[src/rtl/serial_addsub_pkg.sv]
// Shared types and constants for the bit-serial adder/subtractor.
package serial_addsub_pkg;

  typedef enum logic [1:0] {
    IDLE = 2'd0,
    RUN  = 2'd1,
    DONE = 2'd2
  } state_e;

  localparam logic MODE_ADD = 1'b0;
  localparam logic MODE_SUB = 1'b1;

endpackage

[src/rtl/serial_addsub_full_adder.sv]
// Single-bit combinational full adder used as the serial datapath cell.
module full_adder (
  input  logic a,
  input  logic b,
  input  logic cin,
  output logic sum,
  output logic cout
);

  assign sum  = a ^ b ^ cin;
  assign cout = (a & b) | (a & cin) | (b & cin);

endmodule

[src/rtl/serial_addsub.sv]
// Bit-serial WIDTH-bit adder/subtractor: one full-adder cell, LSB first, start/busy/done handshake.
module serial_addsub
  import serial_addsub_pkg::*;
#(
  parameter  int WIDTH = 8,
  localparam int CNT_W = $clog2(WIDTH + 1)
) (
  input  logic             clk,
  input  logic             rst_n,
  input  logic             start,
  input  logic             mode,
  input  logic [WIDTH-1:0] a,
  input  logic [WIDTH-1:0] b,
  output logic             busy,
  output logic             done,
  output logic [WIDTH-1:0] result,
  output logic             carry,
  output logic             overflow
);

  state_e             state_q, state_d;
  logic [WIDTH-1:0]   a_sh_q, a_sh_d;
  logic [WIDTH-1:0]   b_sh_q, b_sh_d;
  logic [WIDTH-1:0]   result_q, result_d;
  logic [CNT_W-1:0]   cnt_q, cnt_d;
  logic               mode_q, mode_d;
  logic               carry_reg_q, carry_reg_d;
  logic               carry_q, carry_d;
  logic               overflow_q, overflow_d;

  logic               fa_sum;
  logic               fa_cout;
  logic               last_bit;

  full_adder u_fa (
    .a    (a_sh_q[0]),
    .b    (b_sh_q[0]),
    .cin  (carry_reg_q),
    .sum  (fa_sum),
    .cout (fa_cout)
  );

  assign last_bit = (cnt_q == CNT_W'(WIDTH - 1));

  always_comb begin
    state_d     = state_q;
    a_sh_d      = a_sh_q;
    b_sh_d      = b_sh_q;
    result_d    = result_q;
    cnt_d       = cnt_q;
    mode_d      = mode_q;
    carry_reg_d = carry_reg_q;
    carry_d     = carry_q;
    overflow_d  = overflow_q;

    case (state_q)
      IDLE, DONE: begin
        if (start) begin
          // Subtraction is a + ~b + 1: invert B here and seed the carry with 1.
          a_sh_d      = a;
          b_sh_d      = b ^ {WIDTH{mode}};
          mode_d      = mode;
          carry_reg_d = mode;
          cnt_d       = '0;
          state_d     = RUN;
        end else begin
          state_d = IDLE;
        end
      end
      RUN: begin
        a_sh_d      = a_sh_q >> 1;
        b_sh_d      = b_sh_q >> 1;
        result_d    = {fa_sum, result_q[WIDTH-1:1]};
        carry_reg_d = fa_cout;
        cnt_d       = cnt_q + CNT_W'(1);
        if (last_bit) begin
          // On the MSB the shift-register LSBs hold a[MSB] and the latched b'[MSB].
          carry_d    = (mode_q == MODE_SUB) ? ~fa_cout : fa_cout;
          overflow_d = (a_sh_q[0] == b_sh_q[0]) && (fa_sum != a_sh_q[0]);
          state_d    = DONE;
        end
      end
      default: state_d = IDLE;
    endcase
  end

  always_ff @(posedge clk or negedge rst_n) begin
    if (!rst_n) begin
      state_q     <= IDLE;
      a_sh_q      <= '0;
      b_sh_q      <= '0;
      result_q    <= '0;
      cnt_q       <= '0;
      mode_q      <= 1'b0;
      carry_reg_q <= 1'b0;
      carry_q     <= 1'b0;
      overflow_q  <= 1'b0;
    end else begin
      state_q     <= state_d;
      a_sh_q      <= a_sh_d;
      b_sh_q      <= b_sh_d;
      result_q    <= result_d;
      cnt_q       <= cnt_d;
      mode_q      <= mode_d;
      carry_reg_q <= carry_reg_d;
      carry_q     <= carry_d;
      overflow_q  <= overflow_d;
    end
  end

  assign busy     = (state_q == RUN);
  assign done     = (state_q == DONE);
  assign result   = result_q;
  assign carry    = carry_q;
  assign overflow = overflow_q;

endmodule

[config.mk]
export PLATFORM = sky130hd
export DESIGN_NAME = serial_addsub
export DESIGN_NICKNAME = d
export VERILOG_FILES = /design/src/rtl/serial_addsub_pkg.sv /design/src/rtl/serial_addsub_full_adder.sv /design/src/rtl/serial_addsub.sv
export SDC_FILE = /design/constraint.sdc
export NUM_CORES = 1
export LEC_CHECK = 0
export ABC_CLOCK_PERIOD_IN_PS = 1500
export CAP_MARGIN = 20
export CORE_MARGIN = 2
export CORE_UTILIZATION = 45
export CTS_CLUSTER_SIZE = 8
export DETAILED_ROUTE_END_ITERATION = 6
export PLACE_DENSITY = 0.81
export SYNTH_ARGS = -nofsm -noshare
export SYNTH_HDL_FRONTEND = slang
export SYNTH_SLANG_ARGS = --single-unit
[constraint.sdc]
create_clock -name clk -period 1.5 [get_ports clk]
set_clock_uncertainty 0.15 [all_clocks]
set_input_delay 0.15 -clock clk [delete_from_list [all_inputs] [get_ports clk]]
set_output_delay 0.15 -clock clk [all_outputs]
set_load 0.02 [all_outputs]
==> run metrics, run 1 <==
number of global-route vias before repair 1064; initial antenna violation count 0; Worst-path clk slew 0.10 ns; ANT nets after route 0; WL met2 1540 um; area of the die between 3000 and 4000 um^2; Die W 62.4 um; met3 wire length 144 um; Antenna Cells 0; GRT Util Overall 16.9%; status finished with violations; hpwl dp 2130 um; largest net degree at the start of global routing 35; Worst Path Arrival 1.74 ns; Fillers between 200 and 300; Setup TNS Final -0.368 ns; clk_lat worst skew 0.33 ns; Mapped Nets approximately 140; post-synthesis cell area 1540 um^2; Hold Violations, Final 0; worst-margin pin slew 0.300 ns; Cell Pwr Density 2060 nW/um^2; core footprint 3310 um^2; Row Count 21; WL final 3040 um; CP max FO 2; Die Y about 62 um; Min-Delay Path Class in2async; Setup violations, final 3; critical path class reg2reg; Ports 32; maxcap violations 0; Remaining Overflow, GRT 0; Distinct cells, synth 24; post-synthesis sequential area ratio between 50% and 60%; routed len/inst ~14 um; maximum VDD drop 0.725 mV; Max-slew headroom 80.0%; fin nets 191; Required @ worst endpoint 1.57 ns; Root Buffer Master clkbuf_4; synth warn 0; total CTS buffers 5; Max Clock Freq ~0.6 GHz; Seq cells post-synth 34; first-pass GRT wire length between 4000 and 5000 um; commonest cells after routing, fill and taps aside dfrtp_1 (34), clkdlybuf4s50_1 (19), buf_4 (18), a22o_1 (11), dlygate4sd2_1 (10); min cycle time layout 1.67 ns; fin area between 2000 and 2500 um^2; CP Capture Type register; syn_area_per_cell 13.2 um^2; Post-Route M1 WL between 1000 and 1500 um; unrepaired setup endpoints after global routing yes; final setup margin -0.165 ns; RD Place Congestion 0.802; clock buffer depth 2; Avg Vias per Cell 5.12; most common cell after layout, fill and taps aside dfrtp_1; First-pass DRT Iterations 4; setup slack at placement -0.162 ns; failing checks negative setup slack; Slew Viols, Final 0; fin crit share 111%; startpoint types register; share of cells above drive strength 1 around a quarter; Min Hold Slack between 0.03 and 0.04 ns; Leak 1.01 nW; Final Util 63.2%; Mapped Cells 116; max layer used met4; vias 1095; Starting Density 46.4%; Sink Count 34; # port buffers 31; area delta synth->final 36.2%; # DRC 0; Post-DP Area between 2000 and 2500 um^2; DRT iter0 DRCs 45; H-tree levels 2; TritonCTS clock tree done
==> logic make-up after synthesis <==
logic type | share of synthesized area [%]
AO/OA/AOI/OAI | 15.7
XOR/XNOR | 5.70
adder cells (fa/ha/maj) | 2.93
buffers and inverters | 3.42
flip-flops | 55.4
multiplexers | 9.36
AND/OR/NAND/NOR | 7.49
==> critical path: stages (launching register included) <==
cell and delay [ns]:
dfrtp_1 0.41, fa_1 0.58, xnor2_1 0.12, nor2_1 0.05
mux2_4 0.25
==> per-layer routing <==
metal	global-route usage [%]	up-vias
met5	0	-
met4	10.3	0
met3	5.41	2
met2	26.7	28
met1	20.1	544
li1	-	521
==> sequential cells by signal, indices dropped and copies added (netlist names) <==
register	cells
a_sh_q	8
b_sh_q	8
result	8
cnt_q	4
state_q	2
carry	1
carry_reg_q	1
mode_q	1
overflow	1
==> worst paths after layout <==
path                              to  slack [ns]      start  depth (start not counted)
hold / removal             b_sh_q[1]        0.03      rst_n                          2
hold reg to reg            a_sh_q[5]        0.34  a_sh_q[5]                          1
setup / recovery            overflow       -0.17  b_sh_q[0]                          4
setup reg to reg            overflow       -0.17  b_sh_q[0]                          4
max in group asynchronous  a_sh_q[1]        0.99      rst_n                          2
min in group clk           a_sh_q[7]        0.27       a[7]                          2
==> where the power goes <==
| group | total [mW] | switching (mW) | internal [mW] |
|---|---|---|---|
| registers | 1.62 | 0.275 | 1.35 |
| clock network | 0.458 | 0.281 | 0.177 |
| logic | 2.24 | 0.981 | 1.25 |
| total | 4.31 | 1.54 | 2.78 |
==> final cells by class <==
cell class | instances | area (um^2) | area share, %
timing repair buffer | 52 | 484 | 23.1
multi-input combinational | 75 | 656 | 31.3
clock buffer | 7 | 45.0 | 2.15
sequential | 34 | 851 | 40.6
tap | 46 | 57.6 | 2.75
==> synthesized netlist by cell type <==
library cell / n / area share [%]
mux2_2: 9 / 6.6
nand2_1: 3 / 0.73
nor2_1: 8 / 2.0
a221o_1: 8 / 5.2
dfrtp_1: 34 / 55
ha_1: 2 / 1.6
mux2i_1: 2 / 1.3
nor2b_1: 4 / 1.6
xnor2_1: 8 / 4.6
a21o_1: 8 / 3.9
nand2b_1: 1 / 0.41
mux2_1: 2 / 1.5
buf_6: 1 / 0.73
nor3b_4: 1 / 1.2
nand4_1: 1 / 0.41
fa_1: 1 / 1.3
buf_4: 3 / 1.5
buf_2: 3 / 0.98
nor2_4: 1 / 0.73
clkbuf_1: 1 / 0.24
a22o_1: 11 / 6.3
o21ai_0: 1 / 0.33
xor2_1: 2 / 1.1
and2_1: 1 / 0.41
==> stage by stage <==
stage / cells / total power [mW]
finish: 214 / 4.31
global route: 214 / 4.62
CTS: 211 / 4.27
detailed placement: 204 / 3.90
global placement: 204 / 3.78
floorplan: 116 / 3.02
==> timing repair <==
| item | 4_1_cts | 5_1_grt |
|---|---|---|
| resized for setup | 20 | 5 |
| hold buffers | 0 | 0 |
| buffers inserted | 0 | 2 |
| gates cloned | 0 | 1 |
| pin swaps | 3 | 2 |
| endpoints found under the setup margin | 32 | 22 |
Note: power is estimated with default switching activity, not from simulation.
==> run 2, diff against run 1 <==
CORE_ASPECT_RATIO = 1.25   (was unset)
==> run metrics, run 2 (synthesis gave the netlist of run 1 again) <==
failing checks negative setup slack; status finished with violations; CP Capture Type register; unrepaired setup endpoints after global routing yes; CP Launch Point b_sh_q[0]; maxcap violations 0; core footprint 3220 um^2; RD Place Congestion 0.778; final setup margin -0.197 ns; area delta synth->final 40.6%; Min-Delay Path Class in2async; routed len/inst between 15 and 20 um; worst-margin pin slew 0.284 ns; Avg Vias per Cell 5.47; Row Count 23; crit path to overflow; Hold Violations, Final 0; Fillers 263; WL final 3150 um; Leak 1.04 nW; DRT iter0 DRCs 33; Remaining Overflow, GRT 0; GRT Util Overall approximately 18%; commonest cells after routing, fill and taps aside dfrtp_1 (34), clkdlybuf4s50_1 (19), buf_4 (12), a22o_1 (11), dlygate4sd2_1 (10); R2R Setup Slk -0.20 ns; share of cells above drive strength 1 27.7%; Sink Count 34; FF-to-FF End overflow; clk_lat worst skew 0.29 ns; fin nets 188; first-pass GRT wire length between 5000 and 6000 um; CP max FO 2; startpoint types register; most common cell after layout, fill and taps aside dfrtp_1; total CTS buffers 5; Cell Pwr Density 2180 nW/um^2; Starting Density 47.7%; number of global-route vias before repair 1133; hpwl dp 2320 um; fin area roughly 2200 um^2; largest net degree at the start of global routing 35; initial antenna violation count 0; worst r2r src b_sh_q[0]; clock buffer depth 2; Worst-path clk slew 0.07 ns; area of the die 3900 um^2; Die Y 69.3 um; Ports 32; Die W 56.3 um; Root Buffer Master clkbuf_8; TritonCTS clock tree done; Slew Viols, Final 0; Worst Path Arrival 1.72 ns; vias 1111; min cycle time layout 1.70 ns; Antenna Cells 0; maximum VDD drop 1.27 mV; Max Clock Freq 0.589 GHz; H-tree levels 2; First-pass DRT Iterations 4; ANT nets after route 0; Required @ worst endpoint between 1.5 and 2 ns; # port buffers 31; Post-DP Area 2000 um^2; Setup violations, final 2; Setup TNS Final -0.224 ns; # DRC 0; fin cells 203; critical path class reg2reg; total power 4.71 mW; R2R depth 4; fin crit share 113%; placed cell count between 150 and 200; Max-slew headroom 81.0%
-- run 2: cell types whose count changed in the layout (fill, tap and decap cells not counted), moves of 2 or more --
cell / change
buf_12: +2
buf_4: -6
clkbuf_1: -2
clkbuf_4: -5
clkbuf_8: +8
-- run 2: critical path: stages (launching register included) --
cell and delay, ns:
dfrtp_1 0.41, fa_2 0.60, xnor2_1 0.12, nor2_1 0.06
mux2_4 0.25
-- run 2: metrics by stage --
step           hold slack, ns  setup WS, ns  utilization (%)
5_1_grt                 0.101        -0.237             67.0
3_3_place_gp            0.309        -0.141             62.2
2_1_floorplan          -0.296        -0.136                -
6_report               0.0788        -0.197             67.0
4_1_cts                0.0809        -0.189             65.8
3_5_place_dp            0.318        -0.189             62.2
-- run 2: final cells by class --
type | count | area [um^2] | share of cell area [%]
Timing Repair Buffer | 49 | 480 | 22.2
Tap cell | 37 | 46.3 | 2.14
Multi-Input combinational cell | 75 | 672 | 31.1
Sequential cell | 34 | 851 | 39.4
Clock buffer | 8 | 110 | 5.10
-- run 2: how the worst min path moves through the flow --
stage,startpoint,to,slack (ns),cells after the start
2_1_floorplan,rst_n,a_sh_q[0],-0.30,0
3_3_place_gp,a_sh_q[6],a_sh_q[6],0.31,1
3_5_place_dp,a_sh_q[1],a_sh_q[1],0.32,1
4_1_cts,rst_n,b_sh_q[3],0.08,2
5_1_grt,rst_n,carry,0.10,2
6_report,rst_n,overflow,0.08,2
-- run 2: report_power, final --
group / switching (mW) / internal (mW) / leakage (nW)
Sequential: 0.274 / 1.35 / 0.423
Combinational: 1.03 / 1.28 / 0.559
Clock: 0.313 / 0.463 / 0.0575
-- run 2: metal layers --
layer / wire, um / global-route usage (%) / vias to the layer above
li1: - / - / 516
met1: 1210 / 21.4 / 557
met2: 1720 / 27.7 / 32
met3: 162 / 5.97 / 6
met4: 55 / 8.99 / 0
met5: 0 / 0 / -
-- run 2: repair_timing --
item | CTS | global route
hold endpoints to repair | 0 | 0
setup endpoints to repair | 41 | 22
gates cloned | 0 | 1
pin swaps | 3 | 8
setup buffers | 1 | 1
gates resized for setup | 21 | 9
hold buffers | 0 | 0
==> run 3, diff against run 2 <==
GPL_ROUTABILITY_DRIVEN = 1   (was unset)
GPL_TIMING_DRIVEN = 0   (was unset)
==> run metrics, run 3 (synthesis gave the netlist of run 1 again) <==
clock buffer depth 2; Cell Pwr Density 2280 nW/um^2; Leak 1.09 nW; core footprint 3220 um^2; number of global-route vias before repair 1071; Post-Route M1 WL 1300 um; register area roughly 850 um^2; Starting Density 47.7%; min cycle time layout 1.71 ns; Ports 32; DRT iter0 DRCs 9; H-tree levels 2; Row Count 23; ANT nets after route 0; First-pass DRT Iterations 4; Max-slew headroom approximately half; first-pass GRT wire length 4840 um; total CTS buffers 5; unrepaired setup endpoints after global routing yes; Max Clock Freq 0.585 GHz; Setup TNS Final -0.276 ns; area delta synth->final 44.0%; share of cells above drive strength 1 29.8%; maximum VDD drop 1.25 mV; final setup margin -0.209 ns; Remaining Overflow, GRT 0; status finished with violations; Root Buffer Master clkbuf_8; TritonCTS clock tree done; Post-DP Area between 1500 and 2000 um^2; Antenna Cells 0; fin crit share 114%; max layer used met4; vias 1114; hpwl dp 1990 um; WL met2 1790 um; Sink Count 34; fin cells 205; Slew Viols, Final 0; most common cell after layout, fill and taps aside dfrtp_1; commonest cells after routing, fill and taps aside dfrtp_1 (33), clkdlybuf4s50_1 (17), a22o_1 (11), dlygate4sd2_1 (10); routed len/inst 16.0 um; Required @ worst endpoint 1.52 ns; Hold Violations, Final 0; # DRC 0; Die W around 56 um; area of the die 3900 um^2; worst-margin pin slew ~0.75 ns; clk_lat worst skew 0.28 ns; initial antenna violation count 0; Worst-path clk slew 0.06 ns; CP max FO 4; multi-input combinational cell area 689 um^2; Min-Delay Path Class in2reg; placed cell count 183; Setup violations, final 6; fin area 2210 um^2; Avg Vias per Cell roughly 5.4; Fillers 245; largest net degree at the start of global routing 35; Final Util 68.6%; GRT Util Overall 16.3%; fin nets 190; met3 wire length 153 um; Worst Path Arrival 1.73 ns; maxcap violations 0; WL final 3280 um; CP Capture Type register; critical path class reg2reg; setup slack at placement -0.317 ns; startpoint types register; RD Place Congestion approximately 0.77; Die Y 69.3 um; # port buffers 30; failing checks negative setup slack
run 3: metrics by stage:
stage                     power (mW)  hold slack (ns)
final                           5.05            0.240
after detailed placement        3.67            0.110
after global routing            5.38            0.264
after floorplan                 3.02           -0.296
after CTS                       4.40            0.238
after global placement          3.57            0.309
run 3: critical path, cell delays in order, from the launching register on:
cell	delay [ns]
dfrtp_2	0.44
fa_2	0.55
xnor2_1	0.13
nor2_1	0.07
mux2_4	0.25
run 3: layout make-up:
class	instances	share of cell area (%)
multi-input cells	74	31.2
clock buffers	7	3.90
plain buffers	7	3.62
flip-flops and latches	34	38.5
well taps	37	2.09
clock inverters	1	0.226
repair buffers	45	20.5
run 3: layer usage:
layer,GRT usage [%],vias to the layer above
li1,-,520
met1,18.1,564
met5,0,-
met2,28.1,26
met3,5.22,4
met4,7.14,0
run 3: worst paths after layout:
path                            startpoint   endpoint  slack, ns  depth (start not counted)
worst max-delay path             a_sh_q[0]   overflow      -0.21                          4
worst min-delay path                  mode  b_sh_q[7]       0.24                          3
worst max register to register   a_sh_q[0]   overflow      -0.21                          4
worst min register to register   a_sh_q[6]  a_sh_q[6]       0.34                          1
max in group asynchronous            rst_n  a_sh_q[0]       0.36                          2
min in group asynchronous            rst_n  b_sh_q[2]       0.31                          2
run 3: report_power, final:
part,switching [mW],total (mW),internal (mW)
Combinational,1.11,2.72,1.61
Clock,0.312,0.682,0.370
Sequential,0.294,1.65,1.35
Total,1.72,5.05,3.34
run 3: repair_timing:
action                                  4_1_cts  5_1_grt
resized for setup                            28       20
gates cloned                                  0        2
endpoints found under the hold margin        34        0
setup buffers                                 4        8
hold buffers                                  1        0
pin swaps                                     4       15
endpoints found under the setup margin       22       27
